<file path="src/rtl/umem_arbiter.sv">
`default_nettype none
// ============================================================================
// Module      : umem_arbiter
// Description : Shares one variable-latency memory port between instruction
//               fetch and data access, with a bounded-starvation grant policy.
// Revision    : 1.0 - initial release
// ============================================================================
module umem_arbiter #(
    parameter int WIDTH        = 32,
    parameter int ADDRWIDTH    = 32,
    parameter int STARVE_LIMIT = 4
) (
    input  logic                 clk_i,
    input  logic                 rst_i,
    input  logic                 if_req_i,
    input  logic [ADDRWIDTH-1:0] if_addr_i,
    output logic [WIDTH-1:0]     if_rdata_o,
    output logic                 if_ack_o,
    input  logic [1:0]           d_ctrl_i,
    input  logic [ADDRWIDTH-1:0] d_addr_i,
    input  logic [WIDTH-1:0]     d_wdata_i,
    output logic [WIDTH-1:0]     d_rdata_o,
    output logic                 d_ack_o,
    output logic                 mem_req_o,
    output logic                 mem_we_o,
    output logic [ADDRWIDTH-1:0] mem_addr_o,
    output logic [WIDTH-1:0]     mem_wdata_o,
    input  logic [WIDTH-1:0]     mem_rdata_i,
    input  logic                 mem_ready_i,
    output logic                 stall_o
);

    localparam logic [1:0] c_st_idle   = 2'd0;
    localparam logic [1:0] c_st_xfer_i = 2'd1;
    localparam logic [1:0] c_st_xfer_d = 2'd2;
    localparam logic [1:0] c_st_done   = 2'd3;

    localparam logic [3:0] c_limit = 4'(STARVE_LIMIT);

    logic [1:0]           r_state;
    logic [3:0]           r_cnt;
    logic [WIDTH-1:0]     r_if_rdata;
    logic                 r_if_ack;
    logic [WIDTH-1:0]     r_d_rdata;
    logic                 r_d_ack;
    logic                 r_mem_req;
    logic                 r_mem_we;
    logic [ADDRWIDTH-1:0] r_mem_addr;
    logic [WIDTH-1:0]     r_mem_wdata;
    logic                 r_stall;

    logic w_d_req;
    logic w_grant_d;
    logic w_grant_i;

    // Data wins ties until fetch has been passed over STARVE_LIMIT times.
    assign w_d_req   = |d_ctrl_i;
    assign w_grant_d = w_d_req && (!if_req_i || (r_cnt != c_limit));
    assign w_grant_i = if_req_i && !w_grant_d;

    always_ff @(posedge clk_i) begin
        if (rst_i) begin
            r_state     <= c_st_idle;
            r_cnt       <= 4'd0;
            r_if_rdata  <= '0;
            r_if_ack    <= 1'b0;
            r_d_rdata   <= '0;
            r_d_ack     <= 1'b0;
            r_mem_req   <= 1'b0;
            r_mem_we    <= 1'b0;
            r_mem_addr  <= '0;
            r_mem_wdata <= '0;
            r_stall     <= 1'b0;
        end else begin
            case (r_state)
                c_st_idle: begin
                    r_stall <= if_req_i | w_d_req;
                    if (w_grant_d) begin
                        r_mem_req   <= 1'b1;
                        r_mem_we    <= d_ctrl_i[1];
                        r_mem_addr  <= d_addr_i;
                        r_mem_wdata <= d_wdata_i;
                        r_state     <= c_st_xfer_d;
                        if (!if_req_i) begin
                            r_cnt <= 4'd0;
                        end else if (r_cnt != c_limit) begin
                            r_cnt <= r_cnt + 4'd1;
                        end
                    end else if (w_grant_i) begin
                        r_mem_req   <= 1'b1;
                        r_mem_we    <= 1'b0;
                        r_mem_addr  <= if_addr_i;
                        r_mem_wdata <= d_wdata_i;
                        r_state     <= c_st_xfer_i;
                        r_cnt       <= 4'd0;
                    end else begin
                        r_cnt <= 4'd0;
                    end
                end
                c_st_xfer_i: begin
                    r_stall <= 1'b1;
                    if (mem_ready_i) begin
                        r_mem_req  <= 1'b0;
                        r_if_rdata <= mem_rdata_i;
                        r_if_ack   <= 1'b1;
                        r_state    <= c_st_done;
                    end
                end
                c_st_xfer_d: begin
                    r_stall <= 1'b1;
                    if (mem_ready_i) begin
                        r_mem_req <= 1'b0;
                        r_d_rdata <= mem_rdata_i;
                        r_d_ack   <= 1'b1;
                        r_state   <= c_st_done;
                    end
                end
                default: begin
                    // The finished requester drops here; keep stalling only if the other still waits.
                    r_if_ack <= 1'b0;
                    r_d_ack  <= 1'b0;
                    r_stall  <= if_req_i | w_d_req;
                    r_state  <= c_st_idle;
                end
            endcase
        end
    end

    assign if_rdata_o  = r_if_rdata;
    assign if_ack_o    = r_if_ack;
    assign d_rdata_o   = r_d_rdata;
    assign d_ack_o     = r_d_ack;
    assign mem_req_o   = r_mem_req;
    assign mem_we_o    = r_mem_we;
    assign mem_addr_o  = r_mem_addr;
    assign mem_wdata_o = r_mem_wdata;
    assign stall_o     = r_stall;

endmodule
`default_nettype wire

</file>
<file path="config.mk">
export PLATFORM = sky130hd
export DESIGN_NAME = umem_arbiter
export DESIGN_NICKNAME = d
export VERILOG_FILES = /design/src/rtl/umem_arbiter.sv
export SDC_FILE = /design/constraint.sdc
export NUM_CORES = 1
export LEC_CHECK = 0
export CAP_MARGIN = 20
export CORE_ASPECT_RATIO = 1.2
export CORE_MARGIN = 2
export CORE_UTILIZATION = 40
export DETAILED_ROUTE_END_ITERATION = 7
export GPL_ROUTABILITY_DRIVEN = 0
export PLACE_DENSITY = 0.84
export SLEW_MARGIN = 10
export SYNTH_ARGS = -nofsm -noshare
export SYNTH_HDL_FRONTEND = slang
export SYNTH_SLANG_ARGS = --single-unit
</file>
<file path="constraint.sdc">
create_clock -name clk_i -period 2.2 [get_ports clk_i]
set_input_delay 0.44 -clock clk_i [delete_from_list [all_inputs] [get_ports clk_i]]
set_output_delay 0.44 -clock clk_i [all_outputs]
set_load 0.01 [all_outputs]
</file>
# --- Yosys cells after proc, flatten, opt, wreduce, memory -nomap -nowiden ---
# Cells that the tools add are included.
word_totals:
  reg_bits: 139
  latchBits: 0
  mem_bits_rw: 0
  rom_bits: 0
  in_bits: 134
  wordCells: 64
  n_memories: 0
op_classes:
  add_sub_neg: 1
  mul: 0
  n_div: 0
  magnitude_cmp: 0
  eq_ne: 8
  n_shift: 0
  muxes: 21
  bitwise: 3
  n_reduce_logical: 20
ops:
  columns: ["op", "count"]
  rows:
  - ["$mux 32", 4]
  - ["$reduce_and 2->1", 7]
  - ["$mux 4", 3]
  - ["$reduce_or 2->1", 4]
  - ["$mux 1", 7]
  - ["$mux 2", 3]
  - ["$pmux 1 s2", 3]
  - ["$add 4x1->4 const B", 1]
  - ["$ne 2x2->1 const B", 2]
  - ["$ne 4x3->1 const B", 1]
  - ["$pmux 2 s2", 1]
  - ["$reduce_bool 2->1", 2]
  - ["$ne 3x2->1 const B", 1]
  - ["$ne 3x3->1 const B", 1]
  - ["$reduce_and 3->1", 1]
  - ["$eq 2x1->1 const B", 1]
  - ["$eq 2x2->1 const B", 1]
  - ["$logic_and 1x1->1", 2]
  - ["$logic_not 1->1", 2]
  - ["$logic_not 2->1", 1]
  - ["$ne 2x1->1 const B", 1]
  - ["$not 1->1", 2]
  - ["$logic_or 1x1->1", 1]
  - ["$or 1x1->1", 1]

# --- Depth between registers and ports, before layout ---
# Gate-level depths: netlist of the first run.
depth:
  word_depth: 8
  depth_mapped: 8
  depth_no_buf: 6

# --- Worst setup path before layout of the first run ---
# Ideal clock, no wire load.
synth_path:
  path_kind: "input port to flip-flop"
  from: "in if_req_i"
  to: "reg r_mem_addr[10] (netlist: mem_addr_o[10])"
  setup_time_ps: 134
  t_arrival_ps: 1494
  required_time_ps: 2066
  path_slack_ps: 571
  stages: 7
  path_buffers: 3
  path_cell_list: "or3_1 -> buf_4 -> and2_4 -> buf_6 -> buf_6 -> nor2_2 -> a211oi_1"
synth_between:
  elab_chain_cells: 7
  elab_cells_between_ends: 8
synth_lines:
  columns: ["item", "line_no", "source"]
  rows:
  - ["from (decl)", "15", "input logic if_req_i,"]
  - ["$logic_not 1->1", null, null]
  - ["$logic_or 1x1->1", "58", "assign w_grant_d = w_d_req && (!if_req_i || (r_cnt != c_limit));"]
  - ["$logic_and 1x1->1", "58", null]
  - ["$logic_not 1->1", "59", "assign w_grant_i = if_req_i && !w_grant_d;"]
  - ["$logic_and 1x1->1", "59", null]
  - ["$reduce_bool 2->1 (no source line)", null, null]
  - ["$reduce_and 2->1 (no source line)", null, null]
  - ["to (signal assigned)", "81", "r_mem_addr <= d_addr_i;"]
  - ["to (signal assigned)", "92", "r_mem_addr <= if_addr_i;"]
  - ["to (decl)", "48", "logic [ADDRWIDTH-1:0] r_mem_addr;"]
# Parallel ways exist; a longest one is shown, timed or not.
# A chain may end at the register's enable or synchronous reset.

# --- Final worst setup path of the first run ---
layout_path:
  from: "in if_req_i"
  to: "reg r_mem_wdata[7] (netlist: mem_wdata_o[7])"
layout_between:
  elab_chain_cells: 7
  elab_cells_between_ends: 8
layout_lines:
  columns: ["item", "line_no", "source"]
  rows:
  - ["$logic_not 1->1", null, null]
  - ["$logic_or 1x1->1", "58", null]
  - ["$logic_and 1x1->1", "58", null]
  - ["$logic_not 1->1", "59", null]
  - ["$logic_and 1x1->1", "59", null]
  - ["$reduce_bool 2->1 (no source line)", null, null]
  - ["$reduce_and 2->1 (no source line)", null, null]
  - ["to (signal assigned)", "82", "r_mem_wdata <= d_wdata_i;"]
  - ["to (signal assigned)", "93", "r_mem_wdata <= d_wdata_i;"]
  - ["to (decl)", "49", "logic [WIDTH-1:0] r_mem_wdata;"]
# Parallel ways exist; a longest one is shown, timed or not.

==> results of run 1 <==
[per-stage QoR]
step           setup slack [ns]  hold WS, ns
2_1_floorplan             0.571        0.440
3_3_place_gp              0.105        0.440
3_5_place_dp             0.0824        0.446
4_1_cts                   0.413        0.454
5_1_grt                   0.371        0.469
6_report                  0.424        0.452
[per-layer routing]
metal / up-vias / GRT usage
li1: 2731 / -
met4: 0 / 0.102
met5: - / 0
met1: 2547 / 0.257
met2: 195 / 0.365
met3: 41 / 0.0561
[worst paths after layout]
path / slack [ns] / from / cells past startpoint / end
setup / recovery: 0.42 / if_req_i / 6 / mem_wdata_o[7]$_SDFFE_PP0P_
hold reg to reg: 0.45 / mem_wdata_o[24]$_SDFFE_PP0P_ / 2 / mem_wdata_o[24]$_SDFFE_PP0P_
setup reg to reg: 0.52 / r_cnt[0]$_SDFFE_PP0P_ / 7 / mem_addr_o[30]$_SDFFE_PP0P_
hold / removal: 0.45 / mem_wdata_o[24]$_SDFFE_PP0P_ / 2 / mem_wdata_o[24]$_SDFFE_PP0P_
[worst min-delay path: stages (launching register included)]
cell	delay, ns
dfxtp_1	0.31
nand2_1	0.05
a21oi_1	0.05
[logic make-up (layout without fill, tap and decap cells)]
kind of cell             count (synthesis)  in the layout  share of synthesized area
adder cells (fa/ha/maj)                  6              6                     0.0140
AO/OA/AOI/OAI                          181            181                      0.188
buffers and inverters                   59            326                     0.0578
flip-flops                             139            139                      0.520
AND/OR/NAND/NOR                        288            288                      0.221
[cell usage after synthesis]
master / n / area share
o21ai_1: 1 / 0.00093
and2_4: 1 / 0.0016
nand3b_1: 1 / 0.0014
nor4b_1: 1 / 0.0016
o211ai_1: 1 / 0.0014
nand4b_1: 1 / 0.0016
a211oi_1: 32 / 0.045
buf_1: 1 / 0.00070
o21a_1: 1 / 0.0014
dfxtp_1: 139 / 0.52
nand4_1: 1 / 0.0012
a31oi_1: 1 / 0.0012
a32oi_1: 1 / 0.0016
ha_1: 6 / 0.014
buf_6: 10 / 0.021
o32ai_1: 2 / 0.0033
nor2_2: 18 / 0.021
nand2_8: 1 / 0.0037
inv_1: 7 / 0.0049
o21ai_0: 3 / 0.0028
and2_1: 2 / 0.0023
nand2_1: 234 / 0.16
clkbuf_1: 33 / 0.023
buf_4: 1 / 0.0014
nand3_1: 2 / 0.0019
and3_1: 1 / 0.0012
a21oi_1: 139 / 0.13
nor2_1: 20 / 0.014
or3_1: 1 / 0.0012
buf_2: 7 / 0.0065
nor3_1: 4 / 0.0037
[flip-flops by register name (all words and copies together), names as in the netlist, 2 cells and up]
name,flops
d_rdata_o,32
r_cnt,4
r_state,2
mem_wdata_o,32
if_rdata_o,32
mem_addr_o,32
[where the power goes]
part	switching, uW	internal [uW]	total, uW
Combinational	1800	1880	3680
Clock	1110	2060	3170
Sequential	325	3100	3430
[layout make-up]
type	instances	area, um2	area share
repair buffers	287	2980	0.334
clock buffers	19	443	0.0497
inverters	7	26.3	0.00295
well taps	168	210	0.0236
multi-input cells	475	2260	0.254
flip-flops and latches	139	2780	0.312
clock inverters	13	211	0.0237
==> flow_summary.json, run 1 <==
{
  "outcome": "finished clean",
  "nFillCells": 1099,
  "track_usage": 0.217,
  "synth_nets": 813,
  "power_uw": 10300,
  "final_util": 0.680,
  "max-cap-violations": 0,
  "antennaDiodeCount": 0,
  "rsz0062_at_grt": "no",
  "wl_met3_mm": 1.00,
  "antenna_found_initial": 0,
  "final_max_slew_viol_count": 0,
  "port_buffers": 266,
  "syn2layout_area_growth_pct": 66.6,
  "final_common_cell": "clkdlybuf4s50_1",
  "drc": 0,
  "tightest_slew_ns": 0.484,
  "placementRows": 46,
  "slowest_delay_ns": 0.50,
  "worstSetupPathType": "primary input to flop",
  "path_buf_inv": 2,
  "die_w_um": 110,
  "setup_tns_ns": 0,
  "fin_skew_ns": 0.0118,
  "drive_above_1_share": 0.0787,
  "cts_tree": "done",
  "dr_total_vias": 5514,
  "slew_headroom": 0.678,
  "fmax_ghz": 0.563,
  "grt_max_degree": 47,
  "avgSynthCellArea_um2": 7.95,
  "ir_drop_v": 0.000536,
  "post-cts-setup-buffer-count": 0,
  "setup_viol": 0,
  "cts_buffers": 17,
  "wl_met1_mm": 6.68,
  "nets": 1067,
  "die_h_um": 131,
  "gr-total-overflow": 0,
  "insertion_delay_ns": 0.41,
  "synthDistinctLibCells": 31,
  "num_io_pins": 267,
  "worst-path-max-fanout": 25,
  "dp.final_hpwl_mm": 11.2,
  "yosysSeqAreaShare": 0.520,
  "initial_core_util": 0.408,
  "cts_hold_buf": 0,
  "grt_pass1_vias": 5094,
  "die_area_um2": 14300,
  "stdcell_area_um2": 8920,
  "synth_seq_cells": 139,
  "min_path_type": "flop to flop",
  "p_leak_uw": 0.00327,
  "worstPathCellList": "clkdlybuf4s50_1 -> or3_1 -> nand2_8 -> buf_4 -> nand2_1 -> a21oi_1",
  "wl_mm": 16.5,
  "place_inst": 1076,
  "end_kind": "flop",
  "wl_per_cell_um": 14.9,
  "path_delay_family": "simple AND/OR/NAND/NOR gates",
  "fin_crit_sh": 0.807,
  "drtPass1Iterations": 4,
  "via_per_inst": 4.98,
  "wl_met2_mm": 8.26,
  "final_cell_count_no_fill": 1108,
  "grt_pass1_wl_mm": 24.5,
  "period_minus_slack_ns": 1.78,
  "syn_inst": 673,
  "cts_resized": 0,
  "htree_levels": 4,
  "cpMaxStageDelayCell": "or3_1",
  "coreArea_um2": 13100,
  "synth_warnings": 0,
  "dpl-instance-area_um2": 8260,
  "critical_path_arrival_ns": 2.10,
  "final_antenna_net_count": 0,
  "drtIter0Drc": 364,
  "worst_ep_required_time_ns": 2.52,
  "cts_root_buffer": "clkbuf_16",
  "layout_common_cells": "clkdlybuf4s50_1 (265), nand2_1 (234), a21oi_1 (139), dfxtp_1 (139), a211oi_1 (32)",
  "clkSlewWorstSetupHoldPaths_ns": 0.06,
  "start_kind": "primary input",
  "hold_viol": 0,
  "top_layer_used": "met4",
  "power.density_nw_per_um2": 1150,
  "clock-sinks": 139,
  "syn-cell-area_um2": 5350,
  "clk_path_buf_depth": 2
}
No activity file was read; power rests on OpenSTA's default activity.
==> run 2: changes to the inputs <==
--- a/config.mk
+++ b/config.mk
@@ -8,10 +8,10 @@
 export CAP_MARGIN = 20
 export CORE_ASPECT_RATIO = 1.2
 export CORE_MARGIN = 2
-export CORE_UTILIZATION = 40
+export CORE_UTILIZATION = 36
 export DETAILED_ROUTE_END_ITERATION = 7
 export GPL_ROUTABILITY_DRIVEN = 0
-export PLACE_DENSITY = 0.84
+export PLACE_DENSITY = 0.8
 export SLEW_MARGIN = 10
 export SYNTH_ARGS = -nofsm -noshare
 export SYNTH_HDL_FRONTEND = slang
==> constraint.sdc (replaced) <==
create_clock -name clk_i -period 1.6 [get_ports clk_i]
set_input_delay 0.32 -clock clk_i [delete_from_list [all_inputs] [get_ports clk_i]]
set_output_delay 0.32 -clock clk_i [all_outputs]
set_load 0.01 [all_outputs]
==> flow_summary.json, run 2 (synthesis gave the netlist of run 1 again) <==
{
  "antenna_found_initial": 0,
  "fin_skew_ns": 0.00829,
  "track_usage": 0.211,
  "syn2layout_area_growth_pct": 73.6,
  "max-cap-violations": 0,
  "regArea_um2": 2790,
  "wl_met3_mm": 1.04,
  "hold_viol": 0,
  "sw_frac_of_total": 0.333,
  "coreArea_um2": 14500,
  "ir_drop_v": 0.000651,
  "via_per_inst": 4.84,
  "die_w_um": 115,
  "start_kind": "flop",
  "final_common_cell": "nand2_1",
  "critical_path_arrival_ns": 1.91,
  "period_minus_slack_ns": 1.59,
  "cts_hold_buf": 0,
  "dpl-instance-area_um2": 8460,
  "outcome": "finished clean",
  "clockPowerShare": 0.310,
  "hp-start": "rst_i",
  "drive_above_1_share": 0.149,
  "clkSlewWorstSetupHoldPaths_ns": 0.06,
  "power.density_nw_per_um2": 1520,
  "drtIter0Drc": 347,
  "power_uw": 14100,
  "initial_core_util": 0.370,
  "wl_mm": 18.0,
  "wl_met2_mm": 9.48,
  "nets": 1089,
  "multi_input_area_um2": 2490,
  "nFillCells": 1257,
  "grt_max_degree": 39,
  "dp.final_hpwl_mm": 12.0,
  "port_buffers": 266,
  "wl_per_cell_um": 15.5,
  "end_kind": "flop",
  "insertion_delay_ns": 0.42,
  "top_layer_used": "met4",
  "antennaDiodeCount": 0,
  "cts_root_buffer": "clkbuf_16",
  "worstSetupPathType": "flop to flop",
  "cts_tree": "done",
  "r2r-start": "r_cnt[0]$_SDFFE_PP0P_",
  "cts_buffers": 17,
  "grt_pass1_vias": 5344,
  "tightest_slew_ns": 0.521,
  "dr_total_vias": 5625,
  "clock-sinks": 139,
  "num_io_pins": 267,
  "worst-path-max-fanout": 8,
  "clk_path_buf_depth": 2,
  "final_max_slew_viol_count": 0,
  "final_antenna_net_count": 0,
  "rsz0062_at_grt": "yes",
  "min_path_type": "primary input to flop",
  "stdcell_area_um2": 9290,
  "worst_ep_required_time_ns": 1.92,
  "fmax_ghz": 0.629,
  "p_int_uw": 9400,
  "drtPass1Iterations": 4,
  "setup_viol": 0,
  "layout_common_cells": "nand2_1 (230), dfxtp_1 (137), dlygate4sd2_1 (133)",
  "combPwrFrac": 0.356,
  "drc": 0,
  "die_h_um": 138,
  "die_area_um2": 15900,
  "fin_crit_sh": 0.994,
  "p_leak_uw": 0.00398,
  "slew_headroom": 0.653,
  "wl_met1_mm": 6.94,
  "placementRows": 48,
  "gr-total-overflow": 0,
  "power.switching_uw": 4700,
  "seqPwrFrac": 0.334,
  "grt_pass1_wl_mm": 26.1,
  "setup_tns_ns": 0,
  "crit_path_start": "r_cnt[0]$_SDFFE_PP0P_",
  "htree_levels": 4,
  "holdWs_ns": 0.351
}
## run 2: final timing paths
kind | endpoint | slack (ns) | cells past startpoint
min | stall_o$_SDFF_PP0_ | 0.35 | 2
max reg2reg | mem_addr_o[12]$_SDFFE_PP0P_ | 0.01 | 7
max | mem_addr_o[12]$_SDFFE_PP0P_ | 0.01 | 7
min reg2reg | d_rdata_o[16]$_SDFFE_PP0P_ | 0.45 | 2
## run 2: timing repair
item	in CTS	in global routing
endpoints found under the setup margin	159	36
pin swaps	6	22
setup buffers	0	0
resized for setup	136	52
gates cloned	1	5
## run 2: final cells by class
type,instances,share of cell area
repair buffers,308,0.332
flip-flops and latches,139,0.300
multi-input cells,476,0.268
clock buffers,19,0.0466
well taps,200,0.0269
clock inverters,13,0.0232
inverters,7,0.00283
## run 2: power groups by stage
stage               Combinational (uW)  Clock, uW  Sequential (uW)
floorplan                         2190          0             5120
global placement                  5080          0             4760
detailed placement                5150          0             4790
CTS                               4760       4460             4700
global route                      5450       4560             4800
finish                            5020       4370             4700
## run 2: worst max-delay path, cell delays in order (launching register included)
cell      delay (ns)
dfxtp_2         0.33
inv_2           0.05
ha_4            0.15
nand4b_1        0.21
o21a_4          0.26
buf_12          0.16
a21oi_1         0.07
a211oi_1        0.27
## run 2: layer usage
layer,global-route usage,up-vias
met4,0.103,0
met1,0.233,2623
met2,0.376,183
met3,0.0502,37
li1,-,2782
met5,0,-
## run 2: stage by stage
step,setup WS (ns),util,cells
after floorplan,0.0203,-,673
after global placement,-0.426,0.585,1124
after detailed placement,-0.469,0.585,1124
after CTS,-0.0266,0.620,1157
after global routing,-0.0803,0.642,1162
final,0.00996,0.642,1162
==> run 3: changes to the inputs <==
--- a/config.mk
+++ b/config.mk
@@ -7,7 +7,6 @@
 export LEC_CHECK = 0
 export CAP_MARGIN = 20
 export CORE_ASPECT_RATIO = 1.2
-export CORE_MARGIN = 2
 export CORE_UTILIZATION = 36
 export DETAILED_ROUTE_END_ITERATION = 7
 export GPL_ROUTABILITY_DRIVEN = 0
==> flow_summary.json, run 3 (synthesis gave the netlist of run 1 again) <==
{
  "wl_per_cell_um": 14.7,
  "min_path_type": "primary input to flop",
  "drc": 0,
  "syn2layout_area_growth_pct": 70.8,
  "final_common_cell": "nand2_1",
  "period_minus_slack_ns": 1.59,
  "outcome": "finished clean",
  "placementRows": 48,
  "nets": 1089,
  "hold_viol": 0,
  "worst-path-max-fanout": 7,
  "grt_pass1_wl_mm": 25.5,
  "port_buffers": 266,
  "cpMaxStageDelayCell": "dfxtp_1",
  "dpl-instance-area_um2": 8430,
  "final_util": 0.631,
  "clk_path_buf_depth": 2,
  "sw_frac_of_total": 0.320,
  "slowest_delay_ns": 0.32,
  "worstSetupPathType": "flop to flop",
  "max-cap-violations": 0,
  "fin_skew_ns": 0.00921,
  "cts_tree": "done",
  "final_antenna_net_count": 0,
  "htree_levels": 4,
  "nFillCells": 1242,
  "via_per_inst": 4.86,
  "combPwrFrac": 0.351,
  "grt_max_degree": 38,
  "drive_above_1_share": 0.122,
  "slew_headroom": 0.658,
  "grt_pass1_vias": 5229,
  "ir_drop_v": 0.00102,
  "die_h_um": 136,
  "initial_core_util": 0.370,
  "antennaDiodeCount": 0,
  "final_max_slew_viol_count": 0,
  "worstPathCellList": "inv_2 -> ha_4 -> nand4b_1 -> buf_4 -> o21ai_4 -> clkbuf_16 -> nand2_1 -> a211oi_2",
  "stdcell_area_um2": 9140,
  "dp.final_hpwl_mm": 11.5,
  "power.switching_uw": 4480,
  "track_usage": 0.212,
  "p_leak_uw": 0.00396,
  "num_io_pins": 267,
  "coreArea_um2": 14500,
  "cts_root_buffer": "clkbuf_16",
  "start_kind": "flop",
  "setup_viol": 0,
  "dr_total_vias": 5640,
  "layout_common_cells": "nand2_1 (232), a21oi_1 (139), dfxtp_1 (138)",
  "cts_buffers": 17,
  "rsz0062_at_grt": "yes",
  "place_inst": 1125,
  "worst_ep_required_time_ns": 1.93,
  "seqPwrFrac": 0.335,
  "clockPowerShare": 0.314,
  "die_area_um2": 15400,
  "insertion_delay_ns": 0.42,
  "wl_mm": 17.1,
  "post-cts-setup-buffer-count": 0,
  "final_cell_count_no_fill": 1161,
  "die_w_um": 113,
  "drtPass1Iterations": 5,
  "power.density_nw_per_um2": 1530,
  "clkSlewWorstSetupHoldPaths_ns": 0.06,
  "fin_crit_sh": 0.995,
  "gr-total-overflow": 0,
  "tightest_slew_ns": 0.514,
  "critical_path_arrival_ns": 1.92,
  "p_int_uw": 9530,
  "fmax_ghz": 0.628,
  "clock-sinks": 139,
  "antenna_found_initial": 0,
  "end_kind": "flop",
  "drtIter0Drc": 392
}
-- run 3: power groups by stage --
stage | Sequential [uW] | Combinational (uW) | Clock, uW
final | 4690 | 4910 | 4400
after global routing | 4790 | 5340 | 4640
after CTS | 4680 | 4730 | 4480
after detailed placement | 4770 | 5220 | 0
after global placement | 4750 | 5160 | 0
after floorplan | 5120 | 2190 | 0
-- run 3: repair_timing --
| action | in CTS | in global routing |
|---|---|---|
| hold buffers | 0 | 0 |
| gates cloned | 0 | 5 |
| endpoints found under the hold margin | 0 | 0 |
| pin swaps | 0 | 4 |
| gates resized for setup | 134 | 27 |
| setup endpoints to repair | 140 | 32 |
-- run 3: final cells by class --
class,instances,area (um2),area share
clock buffer,19,443,0.0485
clock inverter,12,220,0.0241
inverter,7,26.3,0.00287
multi-input combinational,475,2380,0.260
sequential,139,2780,0.305
tap,200,250,0.0274
timing repair buffer,309,3040,0.333
-- run 3: critical path, delay by kind of cell (launching register included) --
kind,cells,cell delay [ns]
AO/OA/AOI/OAI,2,0.38
adder cells (fa/ha/maj),1,0.13
flip-flops,1,0.32
AND/OR/NAND/NOR,2,0.19
buffers and inverters,3,0.50
-- run 3: final timing paths --
| path | startpoint | endpoint | slack, ns | cells past startpoint |
|---|---|---|---|---|
| max | r_cnt[0]$_SDFFE_PP0P_ | mem_addr_o[5]$_SDFFE_PP0P_ | 0.008 | 8 |
| max reg2reg | r_cnt[0]$_SDFFE_PP0P_ | mem_addr_o[5]$_SDFFE_PP0P_ | 0.008 | 8 |
| min reg2reg | d_rdata_o[22]$_SDFFE_PP0P_ | d_rdata_o[22]$_SDFFE_PP0P_ | 0.45 | 2 |
| min | rst_i | stall_o$_SDFF_PP0_ | 0.36 | 2 |
-- run 3: stage by stage --
step                power, uW  hold WS [ns]  TNS (ns)  worst slack, ns
finish                  14000         0.360         0          0.00800
global route            14800         0.362    -0.697          -0.0998
CTS                     13900         0.332         0           0.0324
detailed placement       9990         0.445    -21.38           -0.381
global placement         9910         0.441    -19.29           -0.337
floorplan                7310         0.440         0           0.0203
-- run 3: layer usage --
| metal | part of all wire | up-vias | track usage |
|---|---|---|---|
| met1 | 0.39 | 2572 | 0.237 |
| li1 | - | 2787 | - |
| met2 | 0.51 | 224 | 0.367 |
| met3 | 0.057 | 57 | 0.0573 |
| met5 | 0 | - | 0 |
| met4 | 0.042 | 0 | 0.116 |
==> RTL edit 1, RTL diff (settings of run 2) <==
Make the reset (`rst_i`) asynchronous in one clocked block.
--- a/src/rtl/umem_arbiter.sv
+++ b/src/rtl/umem_arbiter.sv
@@ -60,3 +60,3 @@
 
-    always_ff @(posedge clk_i) begin
+    always_ff @(posedge clk_i or posedge rst_i) begin
         if (rst_i) begin
Behaviour: differs if rst_i is asserted again (counterexample within 4 cycles, from zero or initial values and one cycle with rst_i high); with rst_i held inactive, the same outputs for 4 cycles.
==> RTL edit 1 against run 2 <==
- sequential cell count unchanged
- total power up 30%
- worst setup slack improved by 3.3 ps
- synthesized cell count shrank 33%
- non-clock buffer count shrank 1
- routed wire length decreased by 6.2%
- sequential power up 32%
- synthesized area grew 9.7%
- design area up 4.0%
==> RTL edit 1: results (changes against run 2) <==
Status
  – Status: finished, final reports clean

Detailed routing
  – Total routed wirelength: 16.9 mm (-6.2%)
  – Total length of routed met3 wires: 1.00 mm (-3.9%)
  – Routed WL per cell: 17.3 um (+12%)
  – Vias after detailed routing: 4822 (-14%)
  – Total met2 wirelength after detailed routing: 9.00 mm (-5.1%)
  – Initial DRC count: 210 (-39%)

Finish
  – Final layout net count: 889 (-18%)
  – Fraction of layout instances using a drive strength above 1: 21.0% (+6.1 points)
  – FF/Latch Area: 3480 sq um (+25%)
  – Clkbuf count: 17 (-2)

Global route
  – Vias in the first global route: 5027 (-5.9%)
  – Overall global routing resource usage: 18.6% (-2.5 points)
  – Grt met1 use: 20.7% (-2.6 points)
  – Met3 routing resource usage after global routing: 4.13% (-0.89 points)

Setup path
  – End point of the critical path: r_state[0]$_DFFE_PP0P_
  – Crit path largest cell delay: 490 ps (+160 ps)
  – CP max FO: 4 (-4)
  – Critical path's slowest cell: sky130_fd_sc_hd__or4b_4

Placement
  – Total half-perimeter wirelength after legalization and detailed placement: 12.1 mm (+0.38%)
  – DP Area: 8980 sq um (+6.2%)
  – Setup WS pre-CTS: -296 ps (+174 ps)
  – Cell count after placement: 932 (-17%)

Power
  – Reported combinational group power: 8.28 mW (+65%)
  – Switching power: 6.19 mW (+32%)
  – Worst vdd ir: 721 uV (+11%)

Min path
  – Min-Delay Path Class: input pin to async pin

Synthesis
  – Net count after synthesis: 594 (-27%)
  – Share of the yosys chip area belonging to registers: 59.2% (+7.3 points)
  – Gate count of the mapped netlist: 454 (-33%)
  – Share of synthesized area spent on multiplexers: 20.5% (+21 points)

Timing
  – Worst max-slew margin expressed relative to the limit: 72.3% (+7.0 points)
  – Final min period: 1590 ps (-3.31 ps)
  – Worst clock skew: 9.19 ps (+0.896 ps)
## RTL edit 1: cell types whose count changed after synthesis, moves of 35 or more
| cell | run 2 | this run |
|---|---|---|
| sky130_fd_sc_hd__a21oi_1 | 139 | 1 |
| sky130_fd_sc_hd__a31oi_1 | 1 | 36 |
| sky130_fd_sc_hd__dfrtp_1 | 0 | 139 |
| sky130_fd_sc_hd__dfxtp_1 | 139 | 0 |
| sky130_fd_sc_hd__mux2_2 | 0 | 41 |
| sky130_fd_sc_hd__nand2_1 | 234 | 6 |
## RTL edit 1: worst min-delay path, delay by kind of cell
kind                   cells  cell delay [ps]
buffers and inverters      3              870
## RTL edit 1: stage by stage
| stage | hold slack, ps | utilization (%) |
|---|---|---|
| after floorplan | 429 | - |
| after global placement | 468 | 55.9 |
| after detailed placement | 483 | 55.9 |
| after CTS | 397 | 58.6 |
| after global routing | 413 | 60.1 |
| final | 387 | 60.1 |
==> RTL edit 2, RTL diff (flow settings as in run 2) <==
Without the edit above. `ADDRWIDTH`: 32 -> 16.
--- a/src/rtl/umem_arbiter.sv
+++ b/src/rtl/umem_arbiter.sv
@@ -9,3 +9,3 @@
     parameter int WIDTH        = 32,
-    parameter int ADDRWIDTH    = 32,
+    parameter int ADDRWIDTH    = 16,
     parameter int STARVE_LIMIT = 4
Ports: changed (resized d_addr_i, if_addr_i and mem_addr_o); port bits go from 267 to 219. The function was not compared with the original's and may differ.
==> RTL edit 2 against run 2 <==
- critical path depth did not move
- total power shrank 16%
- synthesized area is 14% lower
- die area decreased by 13%
- worst setup slack gained 80 ps
- routed wire length is 22% lower
- design area shrank 17%
- sequential cell count down 16
==> RTL edit 2: results (changes against run 2) <==
Status
  – Status: finished, final reports clean

Synthesis
  – Distinct cell type count after synthesis: 30 (-3.2%)
  – Share of the yosys chip area belonging to registers: 53.4% (+1.4 points)
  – Net count after synthesis: 692 (-15%)
  – Most common library cells after synthesis: sky130_fd_sc_hd__nand2_1, sky130_fd_sc_hd__a21oi_1, sky130_fd_sc_hd__dfxtp_1
  – Gate count of the mapped netlist: 584 (-13%)
  – Synth async-reset ratio: 0% (unchanged)
  – Count of synthesis-stage warnings from yosys: 0 (unchanged)
  – Biggest area contributors in the synthesized netlist: sky130_fd_sc_hd__dfxtp_1, sky130_fd_sc_hd__nand2_1, sky130_fd_sc_hd__a21oi_1

Detailed routing
  – Routed WL per cell: 14.3 um (-7.8%)
  – Pre-Repair DR Iteration Count: 5 (+1)
  – Initial DRC count: 207 (-40%)
  – Met1 routed wirelength after detailed routing: 5.81 mm (-16%)
  – Vias after detailed routing: 4710 (-16%)
  – Total length of routed met3 wires: 854 um (-18%)
  – Total met2 wirelength after detailed routing: 6.93 mm (-27%)

Global route
  – Met2 usage in global routing: 32.5% (-5.0 points)
  – Vias in the first global route: 4322 (-19%)
  – Number of antenna violations at the first check in global routing: 0 (unchanged)
  – Overall global routing resource usage: 19.6% (-1.4 points)
  – Grt met1 use: 23.8% (+0.51 points)
  – Met3 routing resource usage after global routing: 5.13% (+0.12 points)
  – Maximum number of pins on one net before global-route repair: 33 (-15%)
  – Wire length of the first global-routing pass: 21.4 mm (-18%)

Power
  – Proportion of total power due to net switching: 31.0% (-2.3 points)
  – Reported combinational group power: 3.72 mW (-26%)
  – Leakage Power: 3.54 nW (-11%)
  – Power share of the sequential group: 33.6% (+0.2 points)
  – Worst vdd ir: 753 uV (+16%)

Setup path
  – Data arrival, critical path: 1830 ps (-80 ps)
  – CP max FO: 11 (+3)
  – Critical path's slowest cell: sky130_fd_sc_hd__dfxtp_1
  – Crit path largest cell delay: 370 ps (+40 ps)

Placement
  – Setup WS pre-CTS: -282 ps (+188 ps)
  – Buffers on Ports: 218 (-18%)

Finish
  – Fraction of layout instances using a drive strength above 1: 8.31% (-6.6 points)
  – Final cell count without fillers: 982 (-15%)
  – Final layout net count: 913 (-16%)
  – Filler Cell Count: 1141 (-9.2%)

Clock tree
  – Root buf cell: sky130_fd_sc_hd__clkbuf_16
  – Max H-tree Level: 4 (unchanged)

Timing
  – Final hold violations: 0 (unchanged)
  – Worst clock skew: 6.28 ps (-2.01 ps)
  – Transition time at the pin with the least slew margin: 366 ps (-155 ps)
RTL edit 2: cell types whose count changed after synthesis, sizes merged:
cell,before,now
a21oi,139,123
clkbuf,33,21
buf,19,22
nand2,235,219
nor2,38,22
a211oi,32,16
dfxtp,139,123
RTL edit 2: metrics by stage:
step,cell area [sq um],util [%],total power [mW]
floorplan,4610,-,6.05
global placement,7070,56.1,7.94
detailed placement,7070,56.1,7.99
CTS,7610,60.4,11.9
global route,7720,61.2,12.6
finish,7720,61.2,11.9
RTL edit 2: what timing repair did:
item | 4_1_cts | 5_1_grt
resized for setup | 104 | 23
buffers inserted | 0 | 1
pin swaps | 1 | 2
setup endpoints to repair | 104 | 56
hold endpoints to repair | 0 | 0
cloned | 1 | 1
RTL edit 2: final timing paths:
check / to / start / slack, ps / depth (start not counted)
setup / recovery: mem_addr_o[5]$_SDFFE_PP0P_ / r_cnt[1]$_SDFFE_PP0P_ / 90 / 7
hold / removal: d_rdata_o[13]$_SDFFE_PP0P_ / rst_i / 320 / 2
setup reg to reg: mem_addr_o[5]$_SDFFE_PP0P_ / r_cnt[1]$_SDFFE_PP0P_ / 90 / 7
hold reg to reg: d_rdata_o[23]$_SDFFE_PP0P_ / d_rdata_o[23]$_SDFFE_PP0P_ / 450 / 2
RTL edit 2: logic make-up (layout without fill, tap and decap cells):
logic type	count (synthesis)	in the layout	share of synthesized area, %
AND/OR/NAND/NOR	256	257	21.9
AO/OA/AOI/OAI	149	149	17.5
flip-flops	123	123	53.4
buffers and inverters	50	283	5.59
adder cells (fa/ha/maj)	6	6	1.63
RTL edit 2: layout make-up:
type	count	area, sq um	area share (%)
sequential	123	2460	31.9
multi-input combinational	412	1940	25.2
clock buffer	19	433	5.61
clock inverter	13	216	2.80
tap	164	205	2.66
timing repair buffer	244	2430	31.5
inverter	7	26.3	0.340
